`src/rtl/linha_envase_ctrl_pkg.sv`:
```
// Shared definitions for the bottling-line sequencer: state encoding,
// fault codes and default timing values.
package linha_envase_ctrl_pkg;

  localparam int unsigned T_VEDACAO_DEF      = 50000;
  localparam int unsigned T_TIMEOUT_DEF      = 500000;
  localparam int unsigned GARRAFAS_DUZIA_DEF = 12;
  localparam int unsigned SYNC_STAGES_DEF    = 2;

  typedef enum logic [2:0] {
    PARADO   = 3'd0,
    AVANCA   = 3'd1,
    ENCHENDO = 3'd2,
    VEDANDO  = 3'd3,
    LIBERA   = 3'd4,
    ERRO     = 3'd5
  } estado_e;

  localparam logic [1:0] ERR_NENHUM  = 2'b00;
  localparam logic [1:0] ERR_ROLHA   = 2'b01;
  localparam logic [1:0] ERR_TIMEOUT = 2'b10;

  function automatic int unsigned max_u(input int unsigned a, input int unsigned b);
    return (a > b) ? a : b;
  endfunction

endpackage

```
`src/rtl/linha_envase_ctrl_sincronizador.sv`:
```
// Multi-flop synchroniser for one asynchronous input, with an optional
// rising-edge strobe taken from the synchronised level.
module sincronizador #(
  parameter int unsigned SYNC_STAGES = 2,
  parameter bit          EDGE_EN     = 1'b0
) (
  input  logic clk,
  input  logic reset_n,
  input  logic d_i,
  output logic q_o,
  output logic rise_o
);

  logic [SYNC_STAGES-1:0] chain_q;

  // Shift the raw input through the synchroniser chain.
  always_ff @(posedge clk or negedge reset_n) begin
    if (!reset_n) begin
      chain_q <= '0;
    end else begin
      chain_q[0] <= d_i;
      for (int i = 1; i < SYNC_STAGES; i++) chain_q[i] <= chain_q[i-1];
    end
  end

  assign q_o = chain_q[SYNC_STAGES-1];

  if (EDGE_EN) begin : g_edge
    logic prev_q;

    // Remember the previous synchronised level for edge detection.
    always_ff @(posedge clk or negedge reset_n) begin
      if (!reset_n) prev_q <= 1'b0;
      else          prev_q <= q_o;
    end

    assign rise_o = q_o & ~prev_q;
  end else begin : g_no_edge
    assign rise_o = 1'b0;
  end

endmodule

```
`src/rtl/linha_envase_ctrl.sv`:
```
// Bottling-line sequencer: synchronises switches/sensors, steps each bottle
// through advance, fill, seal and release, and emits cork/dozen pulses.
module linha_envase_ctrl
  import linha_envase_ctrl_pkg::*;
#(
  parameter int unsigned T_VEDACAO      = T_VEDACAO_DEF,
  parameter int unsigned T_TIMEOUT      = T_TIMEOUT_DEF,
  parameter int unsigned GARRAFAS_DUZIA = GARRAFAS_DUZIA_DEF,
  parameter int unsigned SYNC_STAGES    = SYNC_STAGES_DEF
) (
  input  logic       clk,
  input  logic       reset_n,
  input  logic       start_sw,
  input  logic       stop_sw,
  input  logic       sensor_garrafa,
  input  logic       sensor_nivel,
  input  logic       rolhas_ok,
  output logic       motor_esteira,
  output logic       valvula,
  output logic       vedador,
  output logic       pulso_rolha,
  output logic       pulso_duzia,
  output logic       alarme,
  output logic [1:0] erro_cod,
  output logic [2:0] estado
);

  localparam int unsigned TW = $clog2(max_u(T_VEDACAO, T_TIMEOUT));
  localparam int unsigned CW = $clog2(GARRAFAS_DUZIA);
  localparam logic [TW-1:0] VED_LAST = TW'(T_VEDACAO - 1);
  localparam logic [TW-1:0] TO_LAST  = TW'(T_TIMEOUT - 1);
  localparam logic [CW-1:0] CNT_LAST = CW'(GARRAFAS_DUZIA - 1);

  // Input synchronisers: bit 0 start (edge used), 1 stop, 2 bottle, 3 level.
  logic [3:0] raw_in, sync_lvl, sync_rise;
  logic [2:0] unused_rise;
  logic       start_ev, stop_s, garrafa_s, nivel_s;

  assign raw_in = {sensor_nivel, sensor_garrafa, stop_sw, start_sw};

  for (genvar g = 0; g < 4; g++) begin : g_sync
    sincronizador #(
      .SYNC_STAGES(SYNC_STAGES),
      .EDGE_EN    (g == 0)
    ) u_sync (
      .clk    (clk),
      .reset_n(reset_n),
      .d_i    (raw_in[g]),
      .q_o    (sync_lvl[g]),
      .rise_o (sync_rise[g])
    );
  end

  assign start_ev    = sync_rise[0];
  assign unused_rise = sync_rise[3:1];
  assign stop_s      = sync_lvl[1];
  assign garrafa_s   = sync_lvl[2];
  assign nivel_s     = sync_lvl[3];

  estado_e       state_q, state_d;
  logic [TW-1:0] timer_q, timer_d;
  logic [CW-1:0] cnt_q, cnt_d;
  logic          stop_req_q, stop_req_d;
  logic [1:0]    erro_q, erro_d;
  logic          motor_q, motor_d, valv_q, valv_d, ved_q, ved_d;
  logic          rolha_q, rolha_d, duzia_q, duzia_d, alarme_q, alarme_d;

  // Next state, shared timer, bottle counter, stop latch and registered outputs.
  always_comb begin
    state_d    = state_q;
    cnt_d      = cnt_q;
    stop_req_d = stop_req_q;
    erro_d     = erro_q;
    rolha_d    = 1'b0;
    duzia_d    = 1'b0;
    timer_d    = '0;

    if (stop_s && (state_q == ENCHENDO || state_q == VEDANDO || state_q == LIBERA))
      stop_req_d = 1'b1;

    case (state_q)
      PARADO: begin
        // Stop wins over a simultaneous start edge.
        if (start_ev && rolhas_ok && !stop_s) state_d = AVANCA;
      end
      AVANCA: begin
        if (stop_s)         state_d = PARADO;
        else if (garrafa_s) state_d = ENCHENDO;
      end
      ENCHENDO: begin
        // Level beats timeout when both land in the same cycle.
        if (nivel_s) begin
          if (rolhas_ok) begin
            state_d = VEDANDO;
            rolha_d = 1'b1;
          end else begin
            state_d = ERRO;
            erro_d  = ERR_ROLHA;
          end
        end else if (timer_q == TO_LAST) begin
          state_d = ERRO;
          erro_d  = ERR_TIMEOUT;
        end
      end
      VEDANDO: begin
        if (timer_q == VED_LAST) begin
          state_d = LIBERA;
          if (cnt_q == CNT_LAST) begin
            cnt_d   = '0;
            duzia_d = 1'b1;
          end else begin
            cnt_d = cnt_q + 1'b1;
          end
        end
      end
      LIBERA: begin
        if (!garrafa_s)
          state_d = (stop_req_q || stop_s || !rolhas_ok) ? PARADO : AVANCA;
      end
      ERRO: begin
        // Faulted bottle is ejected through LIBERA without being counted.
        if (start_ev && rolhas_ok) begin
          state_d = LIBERA;
          erro_d  = ERR_NENHUM;
        end
      end
      default: state_d = PARADO;
    endcase

    if (state_d == PARADO) stop_req_d = 1'b0;

    if (state_d == state_q && (state_q == ENCHENDO || state_q == VEDANDO))
      timer_d = timer_q + 1'b1;

    motor_d  = (state_d == AVANCA) || (state_d == LIBERA);
    valv_d   = (state_d == ENCHENDO);
    ved_d    = (state_d == VEDANDO);
    alarme_d = (state_d == ERRO);
  end

  // State, timer, counter and output registers.
  always_ff @(posedge clk or negedge reset_n) begin
    if (!reset_n) begin
      state_q    <= PARADO;
      timer_q    <= '0;
      cnt_q      <= '0;
      stop_req_q <= 1'b0;
      erro_q     <= ERR_NENHUM;
      motor_q    <= 1'b0;
      valv_q     <= 1'b0;
      ved_q      <= 1'b0;
      rolha_q    <= 1'b0;
      duzia_q    <= 1'b0;
      alarme_q   <= 1'b0;
    end else begin
      state_q    <= state_d;
      timer_q    <= timer_d;
      cnt_q      <= cnt_d;
      stop_req_q <= stop_req_d;
      erro_q     <= erro_d;
      motor_q    <= motor_d;
      valv_q     <= valv_d;
      ved_q      <= ved_d;
      rolha_q    <= rolha_d;
      duzia_q    <= duzia_d;
      alarme_q   <= alarme_d;
    end
  end

  assign motor_esteira = motor_q;
  assign valvula       = valv_q;
  assign vedador       = ved_q;
  assign pulso_rolha   = rolha_q;
  assign pulso_duzia   = duzia_q;
  assign alarme        = alarme_q;
  assign erro_cod      = erro_q;
  assign estado        = state_q;

endmodule

```
`config.mk`:
```
export PLATFORM = sky130hd
export DESIGN_NAME = linha_envase_ctrl
export DESIGN_NICKNAME = d
export VERILOG_FILES = /design/src/rtl/linha_envase_ctrl_pkg.sv /design/src/rtl/linha_envase_ctrl_sincronizador.sv /design/src/rtl/linha_envase_ctrl.sv
export SDC_FILE = /design/constraint.sdc
export NUM_CORES = 1
export LEC_CHECK = 0
export ABC_AREA = 1
export CORE_ASPECT_RATIO = 0.75
export CORE_MARGIN = 8
export CORE_UTILIZATION = 40
export CTS_CLUSTER_SIZE = 30
export DETAILED_ROUTE_END_ITERATION = 8
export PLACE_DENSITY = 0.63
export SETUP_SLACK_MARGIN = 0.3
export SLEW_MARGIN = 20
export SYNTH_ARGS = -nofsm -noshare
export SYNTH_HDL_FRONTEND = slang
export SYNTH_HIERARCHICAL = 1
export SYNTH_SLANG_ARGS = --single-unit
```
`constraint.sdc`:
```
create_clock -name clk -period 4.5 [get_ports clk]
set_input_delay 1.125 -clock clk [delete_from_list [all_inputs] [get_ports clk]]
set_output_delay 1.125 -clock clk [all_outputs]
set_load 0.005 [all_outputs]
```
==> results.json <==
{
  "status": "completed",
  "cts_root_buf": "clkbuf_8",
  "drv_cap": 0,
  "post_cts_buffers": 0,
  "drive_gt1_frac": 0.140,
  "internal-power_uw": 586,
  "combPwrFrac": 0.021,
  "drtAntennaViolNets": 0,
  "fmax_ghz": 0.405,
  "cp_top_family": "simple AND/OR/NAND/NOR gates",
  "grt_pass1_vias": 1639,
  "min_period_ps": 2470,
  "grt_start_max_net_pins": 45,
  "path_cells": "clkdlybuf4s50_1 > inv_1 > nor3_1 > nand2_1 > nand3_1 > a21oi_4 > nand2_4 > nand2_4 > nand2_4 > nor2_1",
  "grt-ovfl-total": 0,
  "drv_slew": 0,
  "postRouteWirelength_um": 4580,
  "clkSlewWorstSetupHoldPaths_ps": 80,
  "slowest_stage": "clkdlybuf4s50_1",
  "die_area_sq_um": 8390,
  "rows": 23,
  "relSlewSlack": 0.372,
  "syn_inst": 254,
  "setup_viol": 0,
  "tritoncts": "done",
  "placed_cells": 345,
  "wl_per_cell_um": 13.0,
  "hp-class": "flip-flop to flip-flop",
  "clock-sinks": 44,
  "sw_frac_of_total": 0.197,
  "htree_levels": 2,
  "power_switching_uw": 144,
  "via_per_inst": 4.85,
  "fill_cells": 552,
  "cts_resized": 0,
  "leakage_uw": 0.00114,
  "finalCritPeriodShare": 0.549,
  "fin_tns_setup_ps": 0,
  "p_per_area_nw_per_um2": 276,
  "hold_viol": 0,
  "cts_hold_buf": 0,
  "clockBufferDepth": 2,
  "grt_pass1_wl_um": 7830,
  "grt.total_usage": 0.119,
  "die_h_um": 81.4,
  "syn-cell-area_sq_um": 2280,
  "crit_arrival_ps": 2640,
  "pin_count": 18,
  "core_sq_um": 5410,
  "critical_path_class": "primary input to flip-flop",
  "hpwl_um": 3460,
  "avgSynthCellArea_sq_um": 8.97,
  "path_buf_inv": 2,
  "clockPowerShare": 0.429,
  "cp_max_fo": 19,
  "grt_setup_unrepaired": "no",
  "drt_iter0_markers": 117,
  "p_seq_frac": 0.550,
  "cpPeakStageDelay_ps": 510,
  "ir_worst_vdd_mv": 0.181,
  "gp_congestion": 0.876,
  "drc_errors": 0,
  "dpl_cell_area_sq_um": 2520,
  "stdcell_area_sq_um": 2640,
  "numCtsBuffers": 5,
  "tightest_slew_ps": 941,
  "firstDrtPassIters": 4,
  "io_buffers": 17,
  "critPathCaptureType": "flip-flop",
  "antenna_found_initial": 0,
  "stdcell_count": 353,
  "clk_latency_ps": 290,
  "skew_ps": 12.2,
  "multiInputGateArea_sq_um": 1040,
  "cpMostUsedCell": "nand2_4",
  "nets": 286,
  "vias": 1713,
  "ys.warnings.count": 6,
  "required_ps": 4660,
  "die_w_um": 103,
  "syn_to_final_growth_pct": 15.8,
  "diodes": 0,
  "startpoint_type": "primary input",
  "syn_nets": 263,
  "initial_core_util": 0.421,
  "regArea_sq_um": 1100
}
path summary, 6_finish.rpt:
check                           slack (ps)  depth (start not counted)                                   from                                     to
worst min-delay path                   350                          0  g_sync[0].u_sync/chain_q[0]$_DFF_PN0_  g_sync[0].u_sync/chain_q[1]$_DFF_PN0_
min in group asynchronous              980                          1                                reset_n                  timer_q[18]$_DFF_PN0_
max in group asynchronous             2940                          1                                reset_n                  timer_q[15]$_DFF_PN0_
worst max-delay path                  2030                         10                              rolhas_ok                  timer_q[16]$_DFF_PN0_
worst max register to register        2480                          9                   timer_q[0]$_DFF_PN0_                   timer_q[0]$_DFF_PN0_
worst min register to register         350                          0  g_sync[0].u_sync/chain_q[0]$_DFF_PN0_  g_sync[0].u_sync/chain_q[1]$_DFF_PN0_
cells in the final DEF (no fill, tap or decap), types with 6 or more instances in the layout:
cell type / count
nand2_1: 45
dfrtp_1: 44
nor2_1: 38
inv_1: 24
nand3_1: 18
clkdlybuf4s50_1: 16
xor2_1: 13
nor2_4: 12
nand4_1: 10
clkbuf_8: 6
power by group through the flow:
stage                     Sequential [uW]  Clock, uW  Combinational, uW
after floorplan                       409          0               2.33
after global placement                409          0               15.6
after detailed placement              409          0               15.8
after CTS                             401        322               16.0
after global routing                  402        338               17.7
final                                 402        313               15.1
routing by layer:
metal,global-route usage,part of all wire
met1,0.176,0.53
met2,0.169,0.42
met3,0.0307,0.040
met4,0.0216,0.0028
met5,0,0
registers in the layout (all words and copies together), names as in the netlist:
register and flops:
timer_q 19, erro_cod 2, pulso_duzia 1, motor_esteira 1, g_sync.u_sync/g_edge.prev_q 1, pulso_rolha 1, estado 3, valvula 1
g_sync.u_sync/chain_q 8, alarme 1, vedador 1, cnt_q 4, stop_req_q 1
layout make-up:
| type | count | area share |
|---|---|---|
| Sequential cell | 44 | 0.417 |
| Clock inverter | 2 | 0.0147 |
| Multi-Input combinational cell | 179 | 0.393 |
| Tap cell | 75 | 0.0356 |
| Inverter | 30 | 0.0455 |
| Timing Repair Buffer | 17 | 0.0626 |
| Clock buffer | 6 | 0.0313 |
worst register-to-register path, stage by stage, from the launching register on:
cell and delay [ps]:
dfrtp_1 430, ha_1 280, nand3_1 150, inv_1 220
nand3_4 150, a21oi_4 180, nand2_4 90, nand2_4 70
nand2_4 210, nor2_1 170
stage by stage:
stage	hold slack, ps	utilization	total power, uW	setup slack, ps
floorplan	331	-	411	2430
global placement	332	0.465	425	1760
detailed placement	340	0.465	425	1720
CTS	359	0.488	740	2040
global route	362	0.488	757	1810
finish	355	0.488	729	2030
Note: power is estimated with default switching activity, not from simulation.
